--- src/rtl/utf8_to_wcs_engine.sv ---
// utf8_to_wcs_engine: converts a UTF-8 byte string in memory into a
// NUL-terminated wide-char string (UTF-16 or UTF-32) over one Avalon-MM master.
// Ports: clock/reset; start/busy/done/stall call-return handshake;
//   src_addr/src_len, dst_addr/dst_len, errno_addr/EINVAL call arguments;
//   returndata = chars written (excl. terminator) or 0xFFFFFFFF on error;
//   avmm_0_rw_* shared read/write master (one read outstanding at most).
module utf8_to_wcs_engine #(
    parameter int ADDR_W  = 64,
    parameter int DATA_W  = 64,
    parameter int WCHAR_W = 16
) (
    input  logic                  clock,
    input  logic                  reset,
    input  logic                  start,
    output logic                  busy,
    output logic                  done,
    input  logic                  stall,
    input  logic [ADDR_W-1:0]     src_addr,
    input  logic [31:0]           src_len,
    input  logic [ADDR_W-1:0]     dst_addr,
    input  logic [31:0]           dst_len,
    input  logic [ADDR_W-1:0]     errno_addr,
    input  logic [31:0]           EINVAL,
    output logic [31:0]           returndata,
    output logic [ADDR_W-1:0]     avmm_0_rw_address,
    output logic [DATA_W/8-1:0]   avmm_0_rw_byteenable,
    output logic                  avmm_0_rw_read,
    output logic                  avmm_0_rw_write,
    output logic [DATA_W-1:0]     avmm_0_rw_writedata,
    input  logic [DATA_W-1:0]     avmm_0_rw_readdata,
    input  logic                  avmm_0_rw_readdatavalid,
    input  logic                  avmm_0_rw_waitrequest
);

    localparam int BYTES = DATA_W / 8;
    localparam int OFF_W = $clog2(BYTES);
    localparam int CB    = WCHAR_W / 8;
    localparam int CSH   = $clog2(CB);
    localparam int NW    = DATA_W / WCHAR_W;
    localparam int NE    = DATA_W / 32;

    typedef enum logic [3:0] {
        IDLE, CHECK, FETCH, RWAIT, DECODE,
        WR_LO, WR_HI, TERM, ERR, RET
    } state_t;

    state_t state, st_nxt;

    logic [ADDR_W-1:0] a_src, a_dst, a_err;
    logic [31:0]       a_slen, a_dlen, a_einval;
    logic [31:0]       upos, wpos;
    logic [20:0]       cp;
    logic [1:0]        need;
    logic [7:0]        lo, hi;
    logic [DATA_W-1:0] c_data;
    logic [ADDR_W-1:0] c_tag;
    logic              c_valid;

    logic [ADDR_W-1:0] src_ptr, src_word;
    logic [OFF_W-1:0]  src_off;
    logic [7:0]        cur_b;
    logic              c_hit, len_end, dst_full;
    logic [ADDR_W-1:0] wr_ptr, wr_word, err_word;
    logic [BYTES-1:0]  be_w, be_e;
    logic              pair_q, pair_fit;
    logic [19:0]       cp_off;
    logic [31:0]       wc32;
    logic [WCHAR_W-1:0] wch;

    logic              d_err, d_term, d_emit, d_pair;
    logic [20:0]       d_cp;
    logic [1:0]        d_need;
    logic [7:0]        d_lo, d_hi;

    assign src_ptr  = a_src + ADDR_W'(upos);
    assign src_word = {src_ptr[ADDR_W-1:OFF_W], {OFF_W{1'b0}}};
    assign src_off  = src_ptr[OFF_W-1:0];
    assign cur_b    = c_data[{src_off, 3'b000} +: 8];
    assign c_hit    = c_valid && (c_tag == src_word);
    assign len_end  = !a_slen[31] && (upos == a_slen);
    assign dst_full = (wpos == a_dlen - 32'd1);

    assign wr_ptr   = a_dst + (ADDR_W'(wpos) << CSH);
    assign wr_word  = {wr_ptr[ADDR_W-1:OFF_W], {OFF_W{1'b0}}};
    assign be_w     = BYTES'({CB{1'b1}}) << wr_ptr[OFF_W-1:0];
    assign err_word = {a_err[ADDR_W-1:OFF_W], {OFF_W{1'b0}}};
    assign be_e     = BYTES'(4'hF) << a_err[OFF_W-1:0];

    // Supplementary-plane chars become a surrogate pair only in UTF-16 mode
    assign pair_q   = (WCHAR_W == 16) && (cp >= 21'h10000);
    assign cp_off   = 20'(cp - 21'h10000);
    assign pair_fit = ({1'b0, wpos} + 33'd2) <= ({1'b0, a_dlen} - 33'd1);

    always_comb begin
        wc32 = 32'd0;
        if (state == WR_LO) begin
            if (pair_q)
                wc32 = 32'hD800 | {22'd0, cp_off[19:10]};
            else
                wc32 = {11'd0, cp};
        end else if (state == WR_HI) begin
            wc32 = 32'hDC00 | {22'd0, cp_off[9:0]};
        end
    end

    assign wch = WCHAR_W'(wc32);

    // Byte decoder; lo/hi carry the legal range for the next continuation
    always_comb begin
        d_err  = 1'b0;
        d_term = 1'b0;
        d_emit = 1'b0;
        d_cp   = cp;
        d_need = need;
        d_lo   = 8'h80;
        d_hi   = 8'hBF;
        if (need == 2'd0) begin
            if (cur_b == 8'h00 && a_slen[31]) begin
                d_term = 1'b1;
            end else if (cur_b < 8'h80) begin
                d_emit = 1'b1;
                d_cp   = {13'd0, cur_b};
            end else if (cur_b >= 8'hC2 && cur_b <= 8'hDF) begin
                d_cp   = {16'd0, cur_b[4:0]};
                d_need = 2'd1;
            end else if (cur_b >= 8'hE0 && cur_b <= 8'hEF) begin
                d_cp   = {17'd0, cur_b[3:0]};
                d_need = 2'd2;
                if (cur_b == 8'hE0) d_lo = 8'hA0;
                if (cur_b == 8'hED) d_hi = 8'h9F;
            end else if (cur_b >= 8'hF0 && cur_b <= 8'hF4) begin
                d_cp   = {18'd0, cur_b[2:0]};
                d_need = 2'd3;
                if (cur_b == 8'hF0) d_lo = 8'h90;
                if (cur_b == 8'hF4) d_hi = 8'h8F;
            end else begin
                d_err = 1'b1;
            end
        end else begin
            if (cur_b >= lo && cur_b <= hi) begin
                d_cp   = {cp[14:0], cur_b[5:0]};
                d_need = need - 2'd1;
                d_emit = (need == 2'd1);
            end else begin
                d_err = 1'b1;
            end
        end
    end

    assign d_pair = (WCHAR_W == 16) && (d_cp >= 21'h10000);

    always_ff @(posedge clock) begin
        if (reset) state <= IDLE;
        else       state <= st_nxt;
    end

    always_comb begin
        st_nxt               = state;
        busy                 = (state != IDLE);
        done                 = (state == RET);
        avmm_0_rw_address    = '0;
        avmm_0_rw_byteenable = '0;
        avmm_0_rw_read       = 1'b0;
        avmm_0_rw_write      = 1'b0;
        avmm_0_rw_writedata  = '0;
        case (state)
            IDLE: if (start) st_nxt = CHECK;
            CHECK: begin
                if (a_dst == '0 || a_src == '0 || $signed(a_dlen) < 1)
                    st_nxt = ERR;
                else
                    st_nxt = FETCH;
            end
            FETCH: begin
                if (len_end) begin
                    st_nxt = (need != 2'd0) ? ERR : TERM;
                end else if (dst_full && need == 2'd0) begin
                    st_nxt = TERM;
                end else if (c_hit) begin
                    st_nxt = DECODE;
                end else begin
                    avmm_0_rw_read       = 1'b1;
                    avmm_0_rw_address    = src_word;
                    avmm_0_rw_byteenable = '1;
                    if (!avmm_0_rw_waitrequest) st_nxt = RWAIT;
                end
            end
            RWAIT: if (avmm_0_rw_readdatavalid) st_nxt = DECODE;
            DECODE: begin
                if (d_err)
                    st_nxt = ERR;
                else if (d_term)
                    st_nxt = TERM;
                else if (d_emit)
                    st_nxt = (d_pair && !pair_fit) ? TERM : WR_LO;
                else
                    st_nxt = FETCH;
            end
            WR_LO, WR_HI, TERM: begin
                avmm_0_rw_write      = 1'b1;
                avmm_0_rw_address    = wr_word;
                avmm_0_rw_byteenable = be_w;
                avmm_0_rw_writedata  = {NW{wch}};
                if (!avmm_0_rw_waitrequest) begin
                    if (state == TERM)
                        st_nxt = RET;
                    else if (state == WR_LO && pair_q)
                        st_nxt = WR_HI;
                    else
                        st_nxt = FETCH;
                end
            end
            ERR: begin
                avmm_0_rw_write      = 1'b1;
                avmm_0_rw_address    = err_word;
                avmm_0_rw_byteenable = be_e;
                avmm_0_rw_writedata  = {NE{a_einval}};
                if (!avmm_0_rw_waitrequest) st_nxt = RET;
            end
            RET: if (!stall) st_nxt = IDLE;
            default: st_nxt = IDLE;
        endcase
    end

    always_ff @(posedge clock) begin
        if (reset) begin
            a_src      <= '0;
            a_dst      <= '0;
            a_err      <= '0;
            a_slen     <= '0;
            a_dlen     <= '0;
            a_einval   <= '0;
            upos       <= '0;
            wpos       <= '0;
            cp         <= '0;
            need       <= '0;
            lo         <= 8'h80;
            hi         <= 8'hBF;
            c_data     <= '0;
            c_tag      <= '0;
            c_valid    <= 1'b0;
            returndata <= '0;
        end else begin
            case (state)
                IDLE: begin
                    if (start) begin
                        a_src    <= src_addr;
                        a_dst    <= dst_addr;
                        a_err    <= errno_addr;
                        a_slen   <= src_len;
                        a_dlen   <= dst_len;
                        a_einval <= EINVAL;
                    end
                end
                CHECK: begin
                    upos    <= '0;
                    wpos    <= '0;
                    cp      <= '0;
                    need    <= '0;
                    lo      <= 8'h80;
                    hi      <= 8'hBF;
                    // memory may have changed since the previous call
                    c_valid <= 1'b0;
                end
                RWAIT: begin
                    if (avmm_0_rw_readdatavalid) begin
                        c_data  <= avmm_0_rw_readdata;
                        c_tag   <= src_word;
                        c_valid <= 1'b1;
                    end
                end
                DECODE: begin
                    upos <= upos + 32'd1;
                    cp   <= d_cp;
                    need <= d_need;
                    lo   <= d_lo;
                    hi   <= d_hi;
                end
                WR_LO, WR_HI: begin
                    if (!avmm_0_rw_waitrequest) wpos <= wpos + 32'd1;
                end
                TERM: begin
                    if (!avmm_0_rw_waitrequest) returndata <= wpos;
                end
                ERR: begin
                    if (!avmm_0_rw_waitrequest) returndata <= '1;
                end
                default: ;
            endcase
        end
    end

endmodule

--- config.mk ---
export PLATFORM = sky130hd
export DESIGN_NAME = utf8_to_wcs_engine
export DESIGN_NICKNAME = d
export VERILOG_FILES = /design/src/rtl/utf8_to_wcs_engine.sv
export SDC_FILE = /design/constraint.sdc
export NUM_CORES = 2
export LEC_CHECK = 0
export ABC_AREA = 1
export CORE_MARGIN = 2
export CORE_UTILIZATION = 40
export DETAILED_ROUTE_END_ITERATION = 16
export DONT_BUFFER_PORTS = 1
export PLACE_DENSITY = 0.53
export SYNTH_ARGS = -nofsm -noshare
export SYNTH_HDL_FRONTEND = slang
export SYNTH_SLANG_ARGS = --single-unit
--- constraint.sdc ---
create_clock -name clock -period 3.25 [get_ports clock]
set_input_delay 0.325 -clock clock [delete_from_list [all_inputs] [get_ports clock]]
set_output_delay 0.325 -clock clock [all_outputs]
set_load 0.01 [all_outputs]
==> flow_summary.yaml <==
run_status:
  status: "complete, but fails checks"
  violations: "setup timing"
logic_synthesis:
  yosys_warnings: 0
  synth_seq_cells: 541
  synth-edff-count: 0
  synthSimpleGateAreaFrac: 0.2592
  yosysUniqueCellTypes: 64
  synth_adder_area_share: 0.04058
  synth_compound_area_frac: 0.2249
  yosys.area_share.xor_xnor: 0.03186
  ys.flop_type: "dfxtp_1"
  netlist_instances: 5420
  yosysSeqAreaShare: 0.3131
  muxShareOfSynthArea: 0
  avgSynthCellArea_um2: 6.383
  syn_area_um2: 34590
  async_flop_share: 0
  synth_top_family_by_area: "simple AND/OR/NAND/NOR gates"
floorplan:
  rows: 107
  die-width_um: 298.1
  coreArea_um2: 85410
  start_util: 0.4050
  die_area_um2: 88850
  die_h_um: 298.1
  pin_count: 530
clock_tree:
  clockBufferDepth: 3
  cts.clk_slew.worst_paths_ns: 0.06
  cts_root_buf: "clkbuf_16"
  cts_tree: "yes"
  clkLatencyLatePin_ns: 0.65
  h-tree-depth: 3
  clock_sinks: 541
  numCtsBuffers: 68
sta:
  period_share: 1.396
  max-slew-margin-rel: 0.3207
  rsz0062_at_grt: "yes"
  max_slew.worst_pin.slew_ns: 1.008
  setup_viol: 99
  slew_violations: 0
  layout_min_cycle_time_ns: 4.537
  finalHoldViolations: 0
  fmax_mhz: 220.4
  fin_ws_ns: -1.287
  skew_ns: 0.02973
global_routing:
  antenna_found_initial: 12
  overflow: 0
  grt_pass1_wl_mm: 233.2
  grt_max_degree: 125
  grt_pass1_vias: 38730
  grt_usage: 0.3408
final_layout:
  fin_area_um2: 50030
  layout_commonest_cell: "nand2_1"
  nFillCells: 8298
  final_cell_mix: "nand2_1 (1,008), buf_4 (931), inv_1 (877)"
  syn2layout_area_growth_pct: 44.63
  layout-drive-gt1-share: 0.2258
  fin_nets: 7027
worst_setup_path:
  critPathCaptureType: "primary output"
  crit_arrival_ns: 4.21
  crit_type: "reg -> out"
  crit_fanout: 8
  crit_path_start_kind: "flop"
  worstPathRequired_ns: 2.92
placed_design:
  dpl-instance-area_um2: 42140
  gp_congestion: 0.9972
  place_hpwl_mm: 124.0
  pre_cts_ws_ns: -1.028
  portBuffers: 0
power:
  p_int_mw: 19.43
  leakage_nw: 22.59
  p_seq_frac: 0.268
  switching_share: 0.4158
  combPwrFrac: 0.501
  pwr-share-clk: 0.230
  total_power_mw: 33.25
  p_per_area_nw_per_um2: 664.6
  irDropWorstVdd_mv: 0.5939
  p_sw_mw: 13.82
worst_hold_path:
  hold_path_class: "in -> reg"
routing:
  drt_iter0_drc: 3517
  drc: 0
  antenna_left: 0
  wl_per_cell_um: 20.42
  first_pass_iters: 9
  drt-vias-per-instance: 5.276
  drt_wl_total_mm: 158.4
  vias: 40920
run:
  drv_cap: 0
==> worst max-delay path, cell delays in order (launching register included) <==
cell	delay, ns
dfxtp_2	0.35
ha_4	0.14
inv_2	0.04
fa_2	0.39
inv_2	0.08
nand3_4	0.10
nor2_4	0.12
nand2_2	0.07
nand3_2	0.09
buf_4	0.14
nand2_2	0.07
nand2_2	0.10
nand2_1	0.07
nand3_1	0.07
nand2_1	0.10
nor2_1	0.12
nand2_1	0.06
nor2_1	0.14
nand3_2	0.13
nor2_2	0.12
nand4_1	0.21
nand3_4	0.14
buf_12	0.13
inv_12	0.06
nand2_4	0.05
o211ai_1	0.23
buf_4	0.26
==> kinds of logic after synthesis <==
family | after synthesis
and+or+nand+nor | 2079
AOI/OAI and AO/OA | 1425
buffers and inverters | 1154
DFF | 541
adders and majority gates | 111
xor gates and xnor gates | 109
other | 1
==> per-layer routing <==
| layer | routed length [µm] | track usage |
|---|---|---|
| met4 | 5434 | 0.1155 |
| met3 | 10870 | 0.05075 |
| met5 | 34 | 0 |
| met1 | 69670 | 0.4524 |
| met2 | 72350 | 0.5631 |
==> power groups by stage <==
stage	Clock [mW]	Combinational (mW)	Sequential, mW
floorplan	0	7.68	8.79
global placement	0	14.3	9.00
detailed placement	0	14.3	9.01
CTS	7.77	15.9	8.89
global route	8.00	18.0	9.07
finish	7.66	16.7	8.92
==> synthesized netlist by cell type, types with 5 or more instances <==
cell type	n	area share
o21ai_0	576	0.083
o221ai_1	42	0.011
o21ai_1	9	0.0013
a221oi_1	16	0.0041
inv_1	888	0.096
a31oi_1	40	0.0072
ha_1	109	0.039
nor4_1	52	0.0094
nand3_1	291	0.042
nand2_2	10	0.0018
a22oi_1	6	0.0013
o22ai_1	30	0.0054
or2_2	12	0.0022
nand4_1	77	0.014
nand3b_1	12	0.0026
a21oi_1	592	0.086
nand2_1	1127	0.12
dfxtp_1	541	0.31
xor2_1	91	0.023
and3_1	6	0.0011
a211oi_1	23	0.0050
o21bai_1	5	0.0011
nand3_2	10	0.0029
buf_1	6	0.00065
inv_2	9	0.00098
nor2_2	21	0.0038
o31ai_1	7	0.0015
nor2_1	353	0.038
nor3_1	80	0.012
buf_2	15	0.0022
buf_4	37	0.0080
o21a_1	7	0.0015
o211ai_1	47	0.010
or2_1	5	0.00090
clkbuf_1	193	0.021
nor3_2	12	0.0035
xnor2_1	6	0.0015
xnor3_1	8	0.0052
==> state kept, by name (all words and copies together), names as in the netlist, 21 cells and up <==
name and flops:
a_slen 32, returndata 32, a_err 64, a_dst 64, a_einval 32, wpos 32, a_src 64, a_dlen 32
c_tag 61, cp 21, c_data 64, upos 32
==> worst paths after layout <==
kind	start	to	slack, ns	cells after the start
setup / recovery	a_src[0]	avmm_0_rw_address[24]	-1.29	26
setup reg to reg	a_src[0]	cp[11]	-0.66	27
hold reg to reg	a_einval[19]	a_einval[19]	0.45	2
hold / removal	avmm_0_rw_waitrequest	wpos[1]	0.05	4
==> what timing repair did <==
action	4_1_cts	5_1_grt
cloned	5	1
gates resized for setup	267	166
endpoints found under the hold margin	443	0
hold buffers	334	0
pin swaps	41	48
endpoints found under the setup margin	103	138
buffers inserted	42	27
==> per-stage QoR <==
step | TNS [ns] | utilization | hold slack, ns | std cells
after floorplan | -0.04018 | - | 0.4195 | 5422
after global placement | -58.27 | 0.4933 | 0.4217 | 7233
after detailed placement | -62.93 | 0.4933 | 0.4307 | 7233
after CTS | -85.65 | 0.5756 | 0.001297 | 7724
after global routing | -117.63 | 0.5858 | 0.02299 | 7756
final | -96.39 | 0.5858 | 0.04740 | 7756
==> cell type report <==
cell class,count,area [µm²],area share
Multi-Input combinational cell,3727,20920,0.4180
Timing Repair Buffer,1319,11230,0.2244
Sequential cell,541,10850,0.2168
Inverter,901,3412,0.06820
Clock buffer,90,1896,0.03789
Tap cell,1144,1431,0.02861
Clock inverter,26,281.5,0.005627
Antenna cell,8,20.02,0.0004001
(Power assumes the default switching activity.)
